--- src/rtl/jbi_cmp_clk_seq_pkg.sv ---
// Shared definitions for the CMP clock-cluster header sequencer.
// - seq_state_e : sequencer states (OFF, WARM, RST, RUN, DBG, DRAIN)
// - Def*        : default parameter values for the phase lengths
// - seq_out_t   : bundle of header/status outputs
// - seq_decode  : per-state output decode
// - cyc_in_range: legality check for a phase length against the counter width
package jbi_cmp_clk_seq_pkg;

    typedef enum logic [2:0] {
        StOff   = 3'd0,
        StWarm  = 3'd1,
        StRst   = 3'd2,
        StRun   = 3'd3,
        StDbg   = 3'd4,
        StDrain = 3'd5
    } seq_state_e;

    localparam int unsigned DefCntW      = 8;
    localparam int unsigned DefSettleCyc = 16;
    localparam int unsigned DefGrstCyc   = 32;
    localparam int unsigned DefDbgCyc    = 8;
    localparam int unsigned DefStopCyc   = 4;

    typedef struct packed {
        logic cken;
        logic grst_l;
        logic gdbginit_l;
        logic running;
        logic busy;
    } seq_out_t;

    function automatic seq_out_t seq_decode(seq_state_e st);
        seq_out_t o;
        o = '0;
        case (st)
            StWarm:  begin o.cken = 1'b1; o.busy = 1'b1; end
            StRst:   begin o.cken = 1'b1; o.busy = 1'b1; end
            StRun:   begin
                o.cken       = 1'b1;
                o.grst_l     = 1'b1;
                o.gdbginit_l = 1'b1;
                o.running    = 1'b1;
            end
            StDbg:   begin o.cken = 1'b1; o.grst_l = 1'b1; o.busy = 1'b1; end
            StDrain: begin o.cken = 1'b1; o.busy = 1'b1; end
            default: o = '0;
        endcase
        return o;
    endfunction

    // A phase of N cycles loads N-1, so N may be as large as 2^cnt_w.
    function automatic bit cyc_in_range(int unsigned cyc, int unsigned cnt_w);
        return (cyc >= 1) && (cyc <= (32'd1 << cnt_w));
    endfunction

endpackage

--- src/rtl/jbi_cmp_seq_cnt.sv ---
// Loadable down-counter used to time the sequencer phases.
// - clk_i      : clock
// - rst_i      : asynchronous active-high reset (counter to zero)
// - load_i     : load load_val_i this cycle (has priority over decrement)
// - load_val_i : value to load
// - zero_o     : counter currently holds zero
// Decrement stops at zero so an idle counter never wraps.
module jbi_cmp_seq_cnt #(
    parameter int unsigned CNT_W = 8
) (
    input  logic             clk_i,
    input  logic             rst_i,
    input  logic             load_i,
    input  logic [CNT_W-1:0] load_val_i,
    output logic             zero_o
);

    logic [CNT_W-1:0] cnt_q, cnt_d;

    always_comb begin
        cnt_d = cnt_q;
        if (load_i) begin
            cnt_d = load_val_i;
        end else if (cnt_q != '0) begin
            cnt_d = cnt_q - CNT_W'(1);
        end
    end

    always_ff @(posedge clk_i or posedge rst_i) begin
        if (rst_i) begin
            cnt_q <= '0;
        end else begin
            cnt_q <= cnt_d;
        end
    end

    assign zero_o = (cnt_q == '0);

endmodule

--- src/rtl/jbi_cmp_clk_seq.sv ---
// Power-up / debug-init / shutdown sequencer for the CMP clock-cluster header.
// - gclk         : free-running global clock
// - arst         : asynchronous active-high reset
// - start_req    : one-cycle request to power the cluster up
// - stop_req     : one-cycle request to shut the cluster down
// - dbg_req      : one-cycle request for a debug-init pulse
// - cluster_cken : cluster clock enable
// - grst_l       : active-low cluster reset
// - gdbginit_l   : active-low cluster debug init
// - running      : high in RUN
// - busy         : high in WARM, RST, DBG, DRAIN
// The clock is enabled for SETTLE_CYC cycles before the reset-hold phase and reset is
// reasserted for STOP_CYC cycles before the clock is gated. Outputs are registered from
// the next state, so they change exactly with the state and never depend on the
// request inputs combinationally.
module jbi_cmp_clk_seq
    import jbi_cmp_clk_seq_pkg::*;
#(
    parameter int unsigned CNT_W      = DefCntW,
    parameter int unsigned SETTLE_CYC = DefSettleCyc,
    parameter int unsigned GRST_CYC   = DefGrstCyc,
    parameter int unsigned DBG_CYC    = DefDbgCyc,
    parameter int unsigned STOP_CYC   = DefStopCyc
) (
    input  logic gclk,
    input  logic arst,
    input  logic start_req,
    input  logic stop_req,
    input  logic dbg_req,
    output logic cluster_cken,
    output logic grst_l,
    output logic gdbginit_l,
    output logic running,
    output logic busy
);

    localparam bit ParamsOk = cyc_in_range(SETTLE_CYC, CNT_W) && cyc_in_range(GRST_CYC, CNT_W)
                           && cyc_in_range(DBG_CYC, CNT_W) && cyc_in_range(STOP_CYC, CNT_W);

    if (!ParamsOk) begin : g_bad_params
        $error("jbi_cmp_clk_seq: every *_CYC must lie in 1 .. 2**CNT_W");
    end

    seq_state_e       state_q, state_d;
    seq_out_t         out_q;
    logic             cnt_load;
    logic [CNT_W-1:0] cnt_load_val;
    logic             cnt_zero;

    jbi_cmp_seq_cnt #(
        .CNT_W (CNT_W)
    ) u_cnt (
        .clk_i      (gclk),
        .rst_i      (arst),
        .load_i     (cnt_load),
        .load_val_i (cnt_load_val),
        .zero_o     (cnt_zero)
    );

    // Next state. stop_req outranks dbg_req, which outranks start_req; requests a state
    // does not act on are simply dropped.
    always_comb begin
        state_d = state_q;
        case (state_q)
            StOff: begin
                if (start_req) state_d = StWarm;
            end
            StWarm: begin
                if (stop_req)      state_d = StDrain;
                else if (cnt_zero) state_d = StRst;
            end
            StRst: begin
                if (stop_req)      state_d = StDrain;
                else if (cnt_zero) state_d = StRun;
            end
            StRun: begin
                if (stop_req)     state_d = StDrain;
                else if (dbg_req) state_d = StDbg;
            end
            StDbg: begin
                if (stop_req)      state_d = StDrain;
                else if (cnt_zero) state_d = StRun;
            end
            StDrain: begin
                if (cnt_zero) state_d = StOff;
            end
            default: state_d = StOff;
        endcase
    end

    // No state loops to itself, so a change of state marks a phase entry.
    always_comb begin
        cnt_load     = (state_d != state_q);
        cnt_load_val = '0;
        case (state_d)
            StWarm:  cnt_load_val = CNT_W'(SETTLE_CYC - 1);
            StRst:   cnt_load_val = CNT_W'(GRST_CYC - 1);
            StDbg:   cnt_load_val = CNT_W'(DBG_CYC - 1);
            StDrain: cnt_load_val = CNT_W'(STOP_CYC - 1);
            default: cnt_load_val = '0;
        endcase
    end

    always_ff @(posedge gclk or posedge arst) begin
        if (arst) begin
            state_q <= StOff;
            out_q   <= '0;
        end else begin
            state_q <= state_d;
            out_q   <= seq_decode(state_d);
        end
    end

    assign cluster_cken = out_q.cken;
    assign grst_l       = out_q.grst_l;
    assign gdbginit_l   = out_q.gdbginit_l;
    assign running      = out_q.running;
    assign busy         = out_q.busy;

endmodule

--- config.mk ---
export PLATFORM = sky130hd
export DESIGN_NAME = jbi_cmp_clk_seq
export DESIGN_NICKNAME = d
export VERILOG_FILES = /design/src/rtl/jbi_cmp_clk_seq_pkg.sv /design/src/rtl/jbi_cmp_seq_cnt.sv /design/src/rtl/jbi_cmp_clk_seq.sv
export SDC_FILE = /design/constraint.sdc
export NUM_CORES = 1
export LEC_CHECK = 0
export CAP_MARGIN = 20
export CORE_ASPECT_RATIO = 1.1
export CORE_MARGIN = 1
export CORE_UTILIZATION = 55
export DETAILED_ROUTE_END_ITERATION = 16
export DONT_BUFFER_PORTS = 1
export PLACE_DENSITY = 0.73
export SYNTH_ARGS = -nofsm -noshare
export SYNTH_HDL_FRONTEND = slang
export SYNTH_SLANG_ARGS = --single-unit
--- constraint.sdc ---
create_clock -name gclk -period 2.69 [get_ports gclk]
set_clock_uncertainty 0.15 [all_clocks]
set_input_delay 0.269 -clock gclk [delete_from_list [all_inputs] [get_ports gclk]]
set_output_delay 0.269 -clock gclk [all_outputs]
set_load 0.01 [all_outputs]
==> impl_results.md, run 1 <==
* Crit-path max cell delay at around 0.55 ns
* Synthesis warning total at 0
* DP HPWL at 1229 µm
* Fmax at ~380 MHz
* I/O Buffers at 0
* DRT antenna net count at 0
* Clock power frac at 11.7%
* Fin crit period at 2.632 ns
* WL/cell at between 10 and 15 µm
* Setup crit end kind: flip-flop
* Seq/Total Area, Yosys at 38.76%
* Synth Area in Simple Gates at 21.71%
* Number of setup violations in the final report at 0
* Combinational power share at 53.3%
* Final WL at 1740 µm
* Max_slew headroom at 62.00%
* Power density cells at 1054 mW/mm²
* DRC Markers at 0
* Post-synthesis cell count at 100
* DRT iter0 DRCs at 14
* First-pass iteration count of the detailed router at 4
* Reg2reg start: u_cnt.cnt_q[4]
* Crit path DAT at 2.69 ns
* R2r setup slk at 0.06 ns
* Distinct cells, synth at 37
* Clock latency on the worst-skew pair at 0.28 ns
* Kind of critical path: reg2reg
* Commonest cells in the netlist: dfrtp_1, nand2_1, inv_1, nor2_1, o21ai_0
* Final Worst Setup Slack at about 0.058 ns
* # rows at 15
* Max Buffers Root-to-Sink at 2
* Global Route Usage Sum at 20.34%
* Endpoint, Worst Hold: gdbginit_l
* Synth Area in Adders at approximately 2.6%
* Synthesized net count at 107
* Grt total ovfl at 0
* Max IR drop VDD at 657.0 µV
* DIE HEIGHT at 46.01 µm
* Internal power at 0.6607 mW
* I/O pin count at 10
* Die footprint at around 0.0019 mm²
* Post-synthesis mux area share at 9.044%
* Gp weighted congestion at between 0.8 and 0.9
* Slew Limit Fails at 0
* Final instance area at 0.001025 mm²
* Via density at 5.787
* Post-synth top area share at between 30% and 40%
* Static leakage at between 0.4 and 0.5 nW
* Crit path max fanout at 7
* Worst Hold Class: in2reg
* # clock sinks at 15
* First-pass GRT wire length at 2849 µm
* N_diodes at 0
* Switching share of total power at 38.84%
* Tcrit/Tclk final at 97.86%
* R2r endpoint: u_cnt.cnt_q[3]
* Psw at 0.4197 mW
* Worst path cell trace: or4_4 -> or3_4 -> mux2_4 -> nor3_4 -> buf_6 -> mux2_2 -> mux2i_1
* CP startpoint kind: flip-flop
* Total vias in the final route at 706
* Placed Instances at 115
* Pin count of the biggest net entering global routing at 16
* Num CTS Buffers at 3
* Hold Path Origin: stop_req
* Initial antenna violation count at 0
* Hold path cells at 2
* NumNets Final at 113
* Root buf cell: clkbuf_4
* Synth Area in XOR/XNOR at 6.331%
* FFs w/ async S/R, synth at between 90% and 100%
* Final std cells w/o fill at 122
* Post-Syn Area at around 970 µm²
* Flops & latches, synth at 15
* Post-DP Area at 969.7 µm²
* Largest family of logic cells by synthesized area: simple AND/OR/NAND/NOR gates
* Leading area contributor after synthesis: dfrtp_1
* Worst-Margin Slew at 0.5694 ns
* Vias in the first global route at roughly 660
* Synth Area per Inst at 9.684 µm²
* CP Data Required Time at 2.74 ns
* Share of cells above drive strength 1 at 18.10%
* CTS tree: done
* H-tree Lvls at 1
* Top FF cell, synth: dfrtp_1
* Area grow syn2layout at 5.814%
* Initial Util at 60.00%
* Synth top area cells: dfrtp_1, mux2i_1, xor2_1, o21ai_0, nand2_1
* Fillers at 142
* Hold violation total from the final report at 0
* Final Util at 63.49%
* Post-synth EDFFs at 0
* Seq pwr share at 34.9%
* Post-synthesis compound-gate area fraction at about an eighth
* Status: finished clean
* Max-Cap Viols at 0
* Pre-CTS setup slack at 0.01945 ns
* Die Span X at 42.01 µm
* Clk slew on worst S/H paths at 0.09 ns
* Top-count cell post-synth: dfrtp_1
* Path depth of the worst reg2reg path at 7
* Core area at 0.001614 mm²
* RSZ-0062 raised after global routing: yes
* CP max-delay cell: or4_4
==> power by group through the flow <==
stage | registers, mW | clock network [mW] | logic (mW)
2_1_floorplan | 0.354 | 0 | 0.490
3_3_place_gp | 0.382 | 0 | 0.527
3_5_place_dp | 0.386 | 0 | 0.542
4_1_cts | 0.381 | 0.130 | 0.550
5_1_grt | 0.389 | 0.139 | 0.637
6_report | 0.378 | 0.127 | 0.576
==> layout by cell type, fill, tap and decap left out, types with 2 or more instances in the layout <==
cell type,count
a21o_1,2
nand2_1,8
and2_1,4
nor2b_1,2
xor2_1,4
nor2_1,6
nand3_1,3
nor3_1,3
mux2i_1,5
mux2_2,2
o21ai_0,6
nand2b_1,4
clkbuf_4,3
ha_1,2
buf_4,5
inv_1,7
xnor2_1,3
dfrtp_1,15
==> worst max path at each step <==
stage	start	endpoint	slack (ns)
after floorplan	u_cnt.cnt_q[4]	u_cnt.cnt_q[0]	0.09
after global placement	u_cnt.cnt_q[5]	u_cnt.cnt_q[1]	0.11
after detailed placement	u_cnt.cnt_q[5]	u_cnt.cnt_q[0]	0.02
after CTS	u_cnt.cnt_q[5]	u_cnt.cnt_q[3]	0.0001
after global routing	u_cnt.cnt_q[4]	u_cnt.cnt_q[4]	-0.01
final	u_cnt.cnt_q[4]	u_cnt.cnt_q[3]	0.06
==> logic make-up after synthesis <==
logic type	after synthesis
buf+inv	14
flops	15
xor+xnor	7
fa+ha+maj	2
mux	8
compound gates	18
simple gates	36
==> flip-flops by register name (all words and copies together) (netlist names) <==
signal	flops
busy	1
gdbginit_l	1
u_cnt.cnt_q	8
cluster_cken	1
state_q	3
grst_l	1
==> per-stage QoR <==
step,power (mW),hold WS (ns),setup TNS (ns)
after floorplan,0.8445,0.02048,0
after global placement,0.9083,0.08368,0
after detailed placement,0.9279,0.08971,0
after CTS,1.061,0.1908,0
after global routing,1.165,0.2036,-0.02267
final,1.080,0.2075,0
==> critical path, delay by kind of cell (launching register included) <==
family / cells / cell delay [ns]
simple gates: 3 / 1.08
mux: 3 / 0.78
flops: 1 / 0.40
buf+inv: 1 / 0.13
==> metal layers <==
metal / up-vias / track usage (%) / part of all wire (%) / wire length (µm)
li1: 350 / - / - / -
met1: 335 / 26.46 / 46 / 797
met2: 17 / 32.50 / 49 / 846
met3: 4 / 2.778 / 2.8 / 49
met4: 0 / 13.13 / 2.7 / 47
met5: - / 0 / 0 / 0
==> final cells by class <==
cell class,instances,area (µm²),share of cell area (%)
Timing Repair Buffer,7,58.81,5.739
Sequential cell,15,375.4,36.63
Tap cell,17,21.27,2.076
Inverter,8,30.03,2.930
Clock buffer,4,26.28,2.564
Multi-Input combinational cell,71,513.0,50.06
==> what timing repair did <==
action | in CTS | in global routing
cloned | 0 | 0
buffers inserted | 0 | 2
hold buffers | 1 | 0
endpoints found under the hold margin | 15 | 0
gates resized for setup | 1 | 1
pin swaps | 0 | 1
setup endpoints to repair | 2 | 7
Note: power is estimated with default switching activity, not from simulation.
==> run 2, diff against run 1 <==
--- a/config.mk
+++ b/config.mk
@@ -8,10 +8,10 @@
 export CAP_MARGIN = 20
 export CORE_ASPECT_RATIO = 1.1
 export CORE_MARGIN = 1
-export CORE_UTILIZATION = 55
+export CORE_UTILIZATION = 60
 export DETAILED_ROUTE_END_ITERATION = 16
 export DONT_BUFFER_PORTS = 1
-export PLACE_DENSITY = 0.73
+export PLACE_DENSITY = 0.76
 export SYNTH_ARGS = -nofsm -noshare
 export SYNTH_HDL_FRONTEND = slang
 export SYNTH_SLANG_ARGS = --single-unit
==> constraint.sdc (replaced) <==
create_clock -name gclk -period 2.9 [get_ports gclk]
set_clock_uncertainty 0.15 [all_clocks]
set_input_delay 0.29 -clock gclk [delete_from_list [all_inputs] [get_ports gclk]]
set_output_delay 0.29 -clock gclk [all_outputs]
set_load 0.01 [all_outputs]
==> impl_results.md, run 2 (synthesis results as in run 1) <==
* Placed Instances at 111 (-3.5%)
* CP Data Required Time at 2.94 ns (+0.20 ns)
* H-tree Lvls at 1 (unchanged)
* Grt total ovfl at 0 (unchanged)
* Max_slew headroom at 64.99% (+3.0 points)
* Number of setup violations in the final report at 0 (unchanged)
* Initial Util at 67.42% (+7.4 points)
* Post-CTS Setup Inserts at 0 (unchanged)
* DRT iter0 DRCs at 13 (-1)
* Total vias in the final route at 655 (-7.2%)
* Most common cell after layout, fill and taps aside: dfrtp_1
* Final TNS setup at 0 ns (unchanged)
* # rows at 14 (-1)
* WL/cell at 13.99 µm (-1.9%)
* Die footprint at 0.001779 mm² (-8.0%)
* # clock sinks at 15 (unchanged)
* Fillers at 104 (-27%)
* Share of cells above drive strength 1 at 13.00% (-5.1 points)
* Final WL at 1623 µm (-6.7%)
* Gp weighted congestion at 0.7425 (-13%)
* Worst Hold Class: in2reg
* NumNets Final at 108 (-4.4%)
* CTS tree: done
* Hold violation total from the final report at 0 (unchanged)
* First-pass iteration count of the detailed router at 4 (unchanged)
* Top flop regs: u_cnt.cnt_q x8, state_q x3
* Clock latency on the worst-skew pair at 0.27 ns (about the same)
* Kind of critical path: reg2reg
* Die Span X at 40.31 µm (-4.1%)
* Static leakage at 0.4756 nW (-4.7%)
* CTS Hold Bufs at 1 (unchanged)
* Initial antenna violation count at 0 (unchanged)
* Vias in the first global route at 609 (-7.6%)
* Via density at 5.647 (-2.4%)
* I/O pin count at 10 (unchanged)
* Final std cells w/o fill at 116 (-4.9%)
* RSZ-0062 raised after global routing: no
* Power Total at 0.9577 mW (-11%)
* Global Route Usage Sum at 22.59% (+2.2 points)
* Power density cells at 975.0 mW/mm² (-7.5%)
* Num CTS Buffers at 3 (unchanged)
* I/O Buffers at 0 (unchanged)
* Worst path cell trace: or4_4 -> or3_4 -> mux2_4 -> nor3_4 -> o211a_1 -> mux2i_1
* Worst-Margin Slew at 0.5246 ns (-0.04475 ns)
* Max reg flops at 8 (unchanged)
* Fin crit period at 2.783 ns (+0.1506 ns)
* CP max-delay cell: or4_4
* CP startpoint kind: flip-flop
* Area of the multi-input gates at 513.0 µm² (unchanged)
* Setup crit end kind: flip-flop
* Status: finished clean
* WP buf/inv at 0 (-1)
* DRT antenna net count at 0 (unchanged)
* DIE HEIGHT at 44.14 µm (-4.1%)
* Crit path DAT at 2.83 ns (+0.14 ns)
* Crit path max fanout at 13 (+6)
* Fmax at 359.3 MHz (-5.4%)
* Max-Cap Viols at 0 (unchanged)
* Most frequent cells in the layout: dfrtp_1, nand2_1, inv_1
* Max IR drop VDD at 590.2 µV (-10%)
* Clk slew on worst S/H paths at 0.08 ns (about the same)
* DP HPWL at 1257 µm (+2.3%)
* Post_cts resized at 0 (-1)
* FF+latch area at 375.4 µm² (unchanged)
* Area grow syn2layout at 1.421%
* Worst path top cell family by delay: simple AND/OR/NAND/NOR gates
* N_diodes at 0 (unchanged)
* DRC Markers at 0 (unchanged)
* Core area at 0.001436 mm² (-11%)
* Tcrit/Tclk final at 95.97% (-1.9 points)
* Slew Limit Fails at 0 (unchanged)
* First-pass GRT wire length at 2635 µm (-7.5%)
* Max Buffers Root-to-Sink at 2 (unchanged)
* Root buf cell: clkbuf_4
* Crit-path max cell delay at 0.55 ns (about the same)
* Pin count of the biggest net entering global routing at 16 (unchanged)
* Most flop-heavy register: u_cnt.cnt_q
==> run 2: changes by cell type in the layout (fill, tap and decap cells not counted) <==
cell,previous run,this run
buf_4,5,1
buf_6,1,0
o211a_1,0,1
o211a_2,1,0
==> run 2: worst paths after layout <==
kind | slack, ns | startpoint | cells after the start | endpoint
max | 0.12 | u_cnt.cnt_q[4] | 6 | u_cnt.cnt_q[0]
min | 0.24 | stop_req | 2 | state_q[1]
max reg2reg | 0.12 | u_cnt.cnt_q[4] | 6 | u_cnt.cnt_q[0]
min reg2reg | 0.49 | u_cnt.cnt_q[3] | 3 | u_cnt.cnt_q[3]
max in group asynchronous | 1.91 | arst | 2 | state_q[0]
min in group asynchronous | 0.34 | arst | 2 | u_cnt.cnt_q[2]
==> run 2: power breakdown <==
group | leakage, nW | switching (mW) | total [mW] | internal (mW)
Clock | 0.0150 | 0.0572 | 0.110 | 0.0533
Combinational | 0.280 | 0.246 | 0.489 | 0.243
Sequential | 0.181 | 0.0786 | 0.358 | 0.280
==> run 2: worst reg2reg max path: cells and delay by family (launching register included) <==
kind            cells  cell delay (ns)
compound gates      1             0.37
flops               1             0.41
mux                 2             0.58
simple gates        3             1.19
==> run 2: through the flow <==
| stage | worst slack [ns] | instance area [µm²] | hold WS (ns) | util, % |
|---|---|---|---|---|
| after floorplan | 0.3040 | 968.4 | 0.04148 | - |
| after global placement | 0.2067 | 945.9 | 0.08442 | 65.85 |
| after detailed placement | 0.1372 | 945.9 | 0.09575 | 65.85 |
| after CTS | 0.1149 | 982.2 | 0.2306 | 68.38 |
| after global routing | 0.04106 | 982.2 | 0.2439 | 68.38 |
| final | 0.1170 | 982.2 | 0.2438 | 68.38 |
==> run 2: per-layer routing <==
metal	vias to the layer above	GRT usage, %	part of all wire [%]
met1	306	35.89	52
met2	6	30.97	47
met5	-	0	0
met4	0	10.00	0
met3	0	3.015	1.4
li1	343	-	-
==> run 2: area by class of cell <==
cell class | count | area share (%)
Clock buffer | 4 | 2.675
Tap cell | 16 | 2.038
Timing Repair Buffer | 2 | 1.783
Sequential cell | 15 | 38.22
Inverter | 8 | 3.057
Multi-Input combinational cell | 71 | 52.23
